`config.mk`:
```
export PLATFORM = sky130hd
export DESIGN_NAME = drc_axi_pusher_rr
export DESIGN_NICKNAME = d
export VERILOG_FILES = /design/src/rtl/drc_axi_pusher_rr.sv
export SDC_FILE = /design/constraint.sdc
export NUM_CORES = 1
export LEC_CHECK = 0
export CAP_MARGIN = 20
export CORE_AREA = 2 2 229 231
export DETAILED_ROUTE_END_ITERATION = 8
export DIE_AREA = 0 0 231 233
export PLACE_DENSITY = 0.5
export SLEW_MARGIN = 25
export SYNTH_ARGS = -nofsm -noshare
export SYNTH_HDL_FRONTEND = slang
export SYNTH_SLANG_ARGS = --single-unit
```
`constraint.sdc`:
```
create_clock -name i_clk -period 3 [get_ports i_clk]
set_clock_uncertainty 0.1 [all_clocks]
set_input_delay 0.45 -clock i_clk [delete_from_list [all_inputs] [get_ports i_clk]]
set_output_delay 0.45 -clock i_clk [all_outputs]
set_load 0.03 [all_outputs]
```
`src/rtl/drc_axi_pusher_rr.sv`:
```
// AXI4 write-burst master: drains per-path descriptor/data FIFOs into one AW/W/B channel with round-robin arbitration.
// Optional BRESP error capture is enabled by defining DRC_AXI_PUSHER_BRESP_ERR_EN.
module drc_axi_pusher_rr #(
    parameter int p_paths      = 2,
    parameter int p_data_width = 128,
    parameter int p_addr_width = 32
) (
    input  logic                                  i_clk,
    input  logic                                  i_rst,
    input  logic [p_paths*(8+p_addr_width)-1:0]   paths_burst_in,
    input  logic [p_paths-1:0]                    paths_burst_empty,
    output logic [p_paths-1:0]                    paths_burst_rd,
    input  logic [p_paths*p_data_width-1:0]       paths_data_in,
    input  logic [p_paths-1:0]                    paths_data_empty,
    output logic [p_paths-1:0]                    paths_data_rd,
    output logic [p_addr_width-1:0]               awaddr,
    output logic [7:0]                            awlen,
    output logic [2:0]                            awsize,
    output logic [1:0]                            awburst,
    output logic [3:0]                            awcache,
    output logic [2:0]                            awproto,
    output logic                                  awvalid,
    input  logic                                  awready,
    output logic [p_data_width-1:0]               wdata,
    output logic [p_data_width/8-1:0]             wstrb,
    output logic                                  wlast,
    output logic                                  wvalid,
    input  logic                                  wready,
    input  logic [1:0]                            bresp,
    input  logic                                  bvalid,
    output logic                                  bready,
    output logic                                  o_busy,
    output logic [p_paths-1:0]                    o_grant,
    output logic [p_paths-1:0]                    o_err_flags,
    output logic [1:0]                            o_err_resp,
    output logic [p_addr_width-1:0]               o_err_addr,
    input  logic                                  i_err_clr
);
    localparam int p_dw = 8 + p_addr_width;
    localparam int idx_w = (p_paths > 1) ? $clog2(p_paths) : 1;
    localparam logic [2:0] c_awsize = 3'($clog2(p_data_width / 8));

    typedef enum logic [1:0] {IDLE, ADDR, DATA, RESP} state_t;

    state_t            state;
    logic [idx_w-1:0]  last;
    logic [idx_w-1:0]  gsel;
    logic [idx_w-1:0]  pick;
    logic [idx_w-1:0]  cand;
    logic [p_paths-1:0] pick_oh;
    logic              found;
    logic [7:0]        beat_cnt;
    logic [p_dw-1:0]   desc;
    logic              w_fire;

    function automatic logic [idx_w-1:0] wrap_inc(input logic [idx_w-1:0] v);
        if (int'(v) >= p_paths - 1) return '0;
        return v + 1'b1;
    endfunction

    // Search starts one past the last served path so every pending path is reached within p_paths grants.
    always_comb begin
        found   = 1'b0;
        pick    = '0;
        pick_oh = '0;
        cand    = wrap_inc(last);
        for (int i = 0; i < p_paths; i++) begin
            if (!found && !paths_burst_empty[cand]) begin
                found = 1'b1;
                pick  = cand;
            end
            cand = wrap_inc(cand);
        end
        pick_oh[pick] = 1'b1;
    end

    assign desc  = paths_burst_in[int'(pick)*p_dw +: p_dw];
    assign wdata = paths_data_in[int'(gsel)*p_data_width +: p_data_width];

    // NOTE: pops and wvalid are combinational, so they are masked by i_rst to stop any pop while the state register is still being reset.
    assign wvalid         = !i_rst && (state == DATA) && !paths_data_empty[gsel];
    assign wlast          = !i_rst && (state == DATA) && (beat_cnt == 8'd0);
    assign w_fire         = wvalid && wready;
    assign paths_data_rd  = w_fire ? o_grant : '0;
    assign paths_burst_rd = (!i_rst && (state == IDLE) && found) ? pick_oh : '0;

    assign o_busy  = (state != IDLE);
    assign awsize  = c_awsize;
    assign awburst = 2'b01;
    assign awcache = 4'b0011;
    assign awproto = 3'b000;
    assign wstrb   = '1;

    always_ff @(posedge i_clk) begin
        if (i_rst) begin
            state    <= IDLE;
            last     <= idx_w'(p_paths - 1);
            gsel     <= '0;
            o_grant  <= '0;
            awaddr   <= '0;
            awlen    <= '0;
            beat_cnt <= '0;
            awvalid  <= 1'b0;
            bready   <= 1'b0;
        end else begin
            case (state)
                IDLE: if (found) begin
                    gsel     <= pick;
                    last     <= pick;
                    o_grant  <= pick_oh;
                    awaddr   <= desc[8 +: p_addr_width];
                    awlen    <= desc[7:0] - 8'd1;
                    beat_cnt <= desc[7:0] - 8'd1;
                    awvalid  <= 1'b1;
                    state    <= ADDR;
                end
                ADDR: if (awready) begin
                    awvalid <= 1'b0;
                    state   <= DATA;
                end
                DATA: if (w_fire) begin
                    beat_cnt <= beat_cnt - 8'd1;
                    if (beat_cnt == 8'd0) begin
                        bready <= 1'b1;
                        state  <= RESP;
                    end
                end
                RESP: if (bvalid) begin
                    bready  <= 1'b0;
                    o_grant <= '0;
                    state   <= IDLE;
                end
                default: state <= IDLE;
            endcase
        end
    end

`ifdef DRC_AXI_PUSHER_BRESP_ERR_EN
    // Only the first error after reset/clear is recorded; later ones just add their path flag.
    always_ff @(posedge i_clk) begin
        if (i_rst || i_err_clr) begin
            o_err_flags <= '0;
            o_err_resp  <= 2'b00;
            o_err_addr  <= '0;
        end else if ((state == RESP) && bvalid && (bresp != 2'b00)) begin
            o_err_flags <= o_err_flags | o_grant;
            if (o_err_flags == '0) begin
                o_err_resp <= bresp;
                o_err_addr <= awaddr;
            end
        end
    end
`else
    logic unused_err;
    assign unused_err  = ^{bresp, i_err_clr};
    assign o_err_flags = '0;
    assign o_err_resp  = 2'b00;
    assign o_err_addr  = '0;
`endif

endmodule

```
== After elaboration in Yosys (flattened, before gate mapping) ==
Index checks and enable logic that the tools add are counted.
Storage, ports and cells
  bits of input ports: 348
  word-level logic and storage cells: 93
  register bits: 56
  output and inout bits: 243
Operators by class
  reductions and logical operators: 24
  multiplexer cells: 38
  shift-type cells: 2
  $mul: 1
  magnitude comparators: 7
  equal/unequal tests: 8
  add/sub/neg operators: 4
Operators with widths (count)
  $shiftx 256x9->128: 1
  $shiftx 80x8->40: 1
  $mux 1: 22
  $mux 2: 8
  $mux 8: 2
  $pmux 8 s2: 1
  $sub 8x1->8 const B: 2
  $reduce_bool 2->1: 5
  $reduce_and 3->1: 3
  $logic_and 1x1->1: 8
  $logic_not 8->1: 1
  $lt 1x2->1 const B: 4
  $ne 2x2->1 const B: 4
  $pmux 2 s4: 1
  $reduce_and 5->1: 1
  $eq 2x2->1 const B: 2
  $mul 1x3->4 const B: 1
  $pmux 1 s2: 2
  $pmux 2 s2: 1
  $reduce_and 4->1: 1
  $ge 1x1->1 const B: 3
  $logic_not 1->1: 3
  $add 1x1->1 const B: 2
  $eq 2x1->1 const B: 1
  other kinds (4): 4

== Depth between registers and ports, before layout ==
  depth after elaboration: 17
  gate-level depth with buffers: 11
  gate-level depth less buffers: 9

== Least setup slack after synthesis ==
Ideal clock, no wire load.
  path type: input-to-reg
  start point: input port paths_burst_empty[1]
  end point: register beat_cnt[4]
  setup time: 0.114 ns
  data required time: 2.786 ns
  data arrival time: 2.660 ns
  stages: 11
  slack: 0.125 ns
  buffers on the path: 3
  path through: clkbuf_1 or2_2 clkbuf_1 clkbuf_1 mux2i_1 ha_1 nor3b_1 xnor2_1 mux2i_1 nor3_1 a2111oi_0
On the way
  cells in the longest elaborated chain, start to end: 10
  elaborated cells on any way between the ends: 17
  those cells by class: 1 x add/sub; 1 x mul; 1 x eq/ne; 1 x shift; 10 x mux; 3 x reduce/logical
RTL lines
  start, declared: line 11  | input logic [p_paths-1:0] paths_burst_empty,
  $mux 1 (not written as such) (2 in series): line 68  | if (!found && !paths_burst_empty[cand]) begin
  $logic_not 1->1: line 68
  $logic_and 1x1->1: line 68
  $mux 1: line 68
  $mul 1x3->4: line 77  | assign desc = paths_burst_in[int'(pick)*p_dw +: p_dw];
  $shiftx 80x8->40: line 77
  $sub 8x1->8: line 113  | beat_cnt <= desc[7:0] - 8'd1;
  $mux 8: line 107  | IDLE: if (found) begin
  $pmux 8 s2: line 106  | case (state)
  end signal, assigned: line 113
  end signal, assigned: line 122  | beat_cnt <= beat_cnt - 8'd1;
  end, declared: line 52  | logic [7:0] beat_cnt;
Several ways; a longest one is shown, not always the timed one. The select of a mux whose other input is x is not followed.
A chain may end at the register's enable or synchronous reset.

== Final worst setup path ==
  start point: register beat_cnt[4]
  end point: output port wlast
On the way
  cells in the longest elaborated chain, start to end: 2
RTL lines
  $logic_not 8->1: line 82  | assign wlast = !i_rst && (state == DATA) && (beat_cnt == 8'd0);
  $logic_and 1x1->1: line 82
  end, declared: line 26  | output logic wlast,
No other way between the ends.

==> run metrics <==
port bufs about 520; share of flip-flops with an asynchronous set or reset 0; Total GRT Usage 0.134; Layout area overhead 124%; Die Y-Extent roughly 230 um; status finished, final reports clean; CP endpoint kind output pin; final period utilization 0.958; Synth Register Bits 56; total grt overflow 0; Power Internal 3.45 mW; Slew Limit Fails 0; nets 1458; vias in the first global route 6100; DIE AREA approximately 54000 sq um; pin count of the biggest net entering global routing 75; num ports ~590; Vias about 6300; Core ar. between 50000 and 60000 sq um; synth unique cells 49; worst min path class flop to flop; Critical Path Fanout Max 6; drt first pass iters 4; FP Rows 83; slowest cell delay on critical path roughly 0.56 ns; Clock Power Share 0.096; Final ANT Viol Nets 0; mapped cell area 4930 sq um; DIE WIDTH 231 um; Synth Instances 592; post-layout min period 2.87 ns; final setup fails 0; Clock Pin Slew Worst Setup and Hold Paths approximately 0.090 ns; Max Cap Violations 0; P_sw between 3 and 4 mW; slowest CP cell or4b_4; DRT Wirelength between 30 and 40 mm; Starting Density 0.0965; TritonCTS Buffers 5; EDFF count, synth 0; Fin. Hold Viols 0; Leak about 4.1 nW; Final Core Density 0.216; DP HPWL between 30 and 40 mm; first-pass GRT wire length 49.2 mm; Switching Fraction 0.495; fillers 5639; Rel. slew slack 0.565; placed inst area 10900 sq um; Req. time, crit path 2.45 ns; share of layout cells above drive strength 1 0.188; Buf+Inv Stages, Crit Path 1; design area 11000 sq um; CP delay by family, top simple AND/OR/NAND/NOR gates; Mean Syn Cell Area around 8.3 sq um; Seq pwr share 0.178; CP Cell Sequence or4_4 > or4b_4 > nor3_1 > dlygate4sd2_1; Clock Path Buffers 2; sequential element share of the synthesized area 0.227; YS warnings 0; GP Congestion 0.858; CTS tree yes; RSZ-0062 raised after global routing no; vias per cell ~3.5; DRC viols 0; Worst setup SP type flop; critical path arrival 2.32 ns; power share of the combinational group 0.726; initial antenna violation count 10; CTS sink count 56; drt wl/cell between 20 and 25 um; Max VDD drop about 0.31 mV; Worst-Margin Slew about 0.65 ns; Synth Flop Type dfxtp_1; cell area power density between 600 and 700 nW/um^2; maximum clock frequency between 300 and 400 MHz; CTS root buf clkbuf_16; kind of critical path flop to output pin; Hold WS roughly 0.36 ns; H-tree levels 2; Clock Latency Late Sink between 0.3 and 0.4 ns; drt initial violations between 200 and 250
## logic make-up (layout without fill, tap and decap cells)
| logic type | after synthesis | in the layout | synth area share |
|---|---|---|---|
| AND/OR/NAND/NOR | 175 | 175 | 0.156 |
| multiplexers | 137 | 137 | 0.311 |
| buffers and inverters | 117 | 567 | 0.138 |
| AO/OA/AOI/OAI | 91 | 91 | 0.137 |
| flip-flops | 56 | 56 | 0.227 |
| adder cells (fa/ha/maj) | 7 | 7 | 0.0178 |
| XOR/XNOR | 7 | 7 | 0.0124 |
| other | 2 | 66 | 0.00152 |
## cells in the final DEF (no fill, tap or decap), types with 3 or more instances in the layout
master and instances:
a211oi_1 4, a21o_1 4, a21oi_1 16, a311oi_1 33
and3_1 4, buf_12 12, buf_4 50, clkbuf_16 5
clkdlybuf4s50_1 483, conb_1 64, dfxtp_1 55, ha_1 7
inv_1 12, mux2_2 129, mux2i_1 8, nand2_1 85
nand3_1 12, nand4_1 3, nor2_1 43, nor2b_1 3
nor3_1 8, o211ai_1 6, o21ai_0 7, o31ai_1 3
or3_1 5, xnor2_1 5
## stage by stage
step	TNS (ns)	total power, mW	instances	worst slack, ns
2_1_floorplan	0	3.96	654	0.125
3_3_place_gp	-0.0335	6.27	1776	-0.0335
3_5_place_dp	-0.0351	6.28	1776	-0.0351
4_1_cts	0	6.99	1784	0.0748
5_1_grt	0	7.27	1785	0.00784
6_report	0	6.84	1786	0.127
## power groups by stage
stage	logic (mW)	clock network, mW	registers [mW]
after global routing	5.29	0.725	1.26
after floorplan	2.35	0	1.61
after detailed placement	5.05	0	1.23
after CTS	5.07	0.694	1.22
final	4.97	0.655	1.22
after global placement	5.05	0	1.22
## layer usage
layer	routed length, um	GRT usage	vias up
li1	-	-	3016
met1	13200	0.132	2889
met2	20500	0.257	364
met3	4090	0.0539	45
met4	1220	0.0387	8
met5	57	0	-
## cell usage after synthesis, drive strengths merged, types with 3 or more instances
| library cell | number | area [sq um] |
|---|---|---|
| o31ai | 3 | 22.5 |
| nand2 | 85 | 319 |
| a21oi | 17 | 85.1 |
| mux2 | 129 | 1450 |
| mux2i | 8 | 80.1 |
| nand3 | 12 | 60.1 |
| nor2b | 3 | 18.8 |
| clkbuf | 36 | 135 |
| o21ai | 8 | 43.8 |
| xnor2 | 5 | 43.8 |
| buf | 69 | 499 |
| and3 | 4 | 25.0 |
| nand4 | 3 | 18.8 |
| a311oi | 33 | 289 |
| nor2 | 44 | 165 |
| ha | 7 | 87.6 |
| inv | 12 | 45.0 |
| a21o | 4 | 30.0 |
| o211ai | 6 | 45.0 |
| dfxtp | 56 | 1120 |
| a211oi | 4 | 30.0 |
| nor3 | 8 | 40.0 |
| or3 | 5 | 31.3 |
## worst reg2reg max path, stage by stage (launching register included)
cell and delay, ns:
dfxtp_4 0.44, buf_12 0.28, mux2i_1 0.35, buf_4 0.20, nand2_1 0.09, nor4b_1 0.37, mux2i_1 0.15, a2111oi_0 0.39
## registers in the layout, indices dropped and copies added, names as in the netlist
signal	flops
awaddr	32
gsel	1
last	1
o_grant	2
state	2
beat_cnt	8
awlen	8
awvalid	1
bready	1
## path summary, 6_finish.rpt
path,start,endpoint,slack [ns],cells after the start
min,awlen[4]$_SDFFE_PP0P_,awlen[4]$_SDFFE_PP0P_,0.36,2
min reg2reg,awlen[4]$_SDFFE_PP0P_,awlen[4]$_SDFFE_PP0P_,0.36,2
max reg2reg,gsel$_SDFFE_PP0P_,beat_cnt[4]$_SDFFE_PP0P_,0.51,7
max,beat_cnt[4]$_SDFFE_PP0P_,wlast,0.13,4
## timing repair
action,4_1_cts,5_1_grt
hold buffers,0,0
setup endpoints to repair,1,0
buffers inserted,0,0
resized for setup,1,0
## layout make-up
type	instances	area (sq um)	share of cell area
antenna	2	5.00	0.000454
clock buffer	5	125	0.0113
clock inverter	3	27.5	0.00250
inverter	12	45.0	0.00409
multi-input combinational	481	3380	0.307
sequential	56	1120	0.102
tap	680	851	0.0772
timing repair buffer	547	5460	0.496
Note: power is estimated with default switching activity, not from simulation.
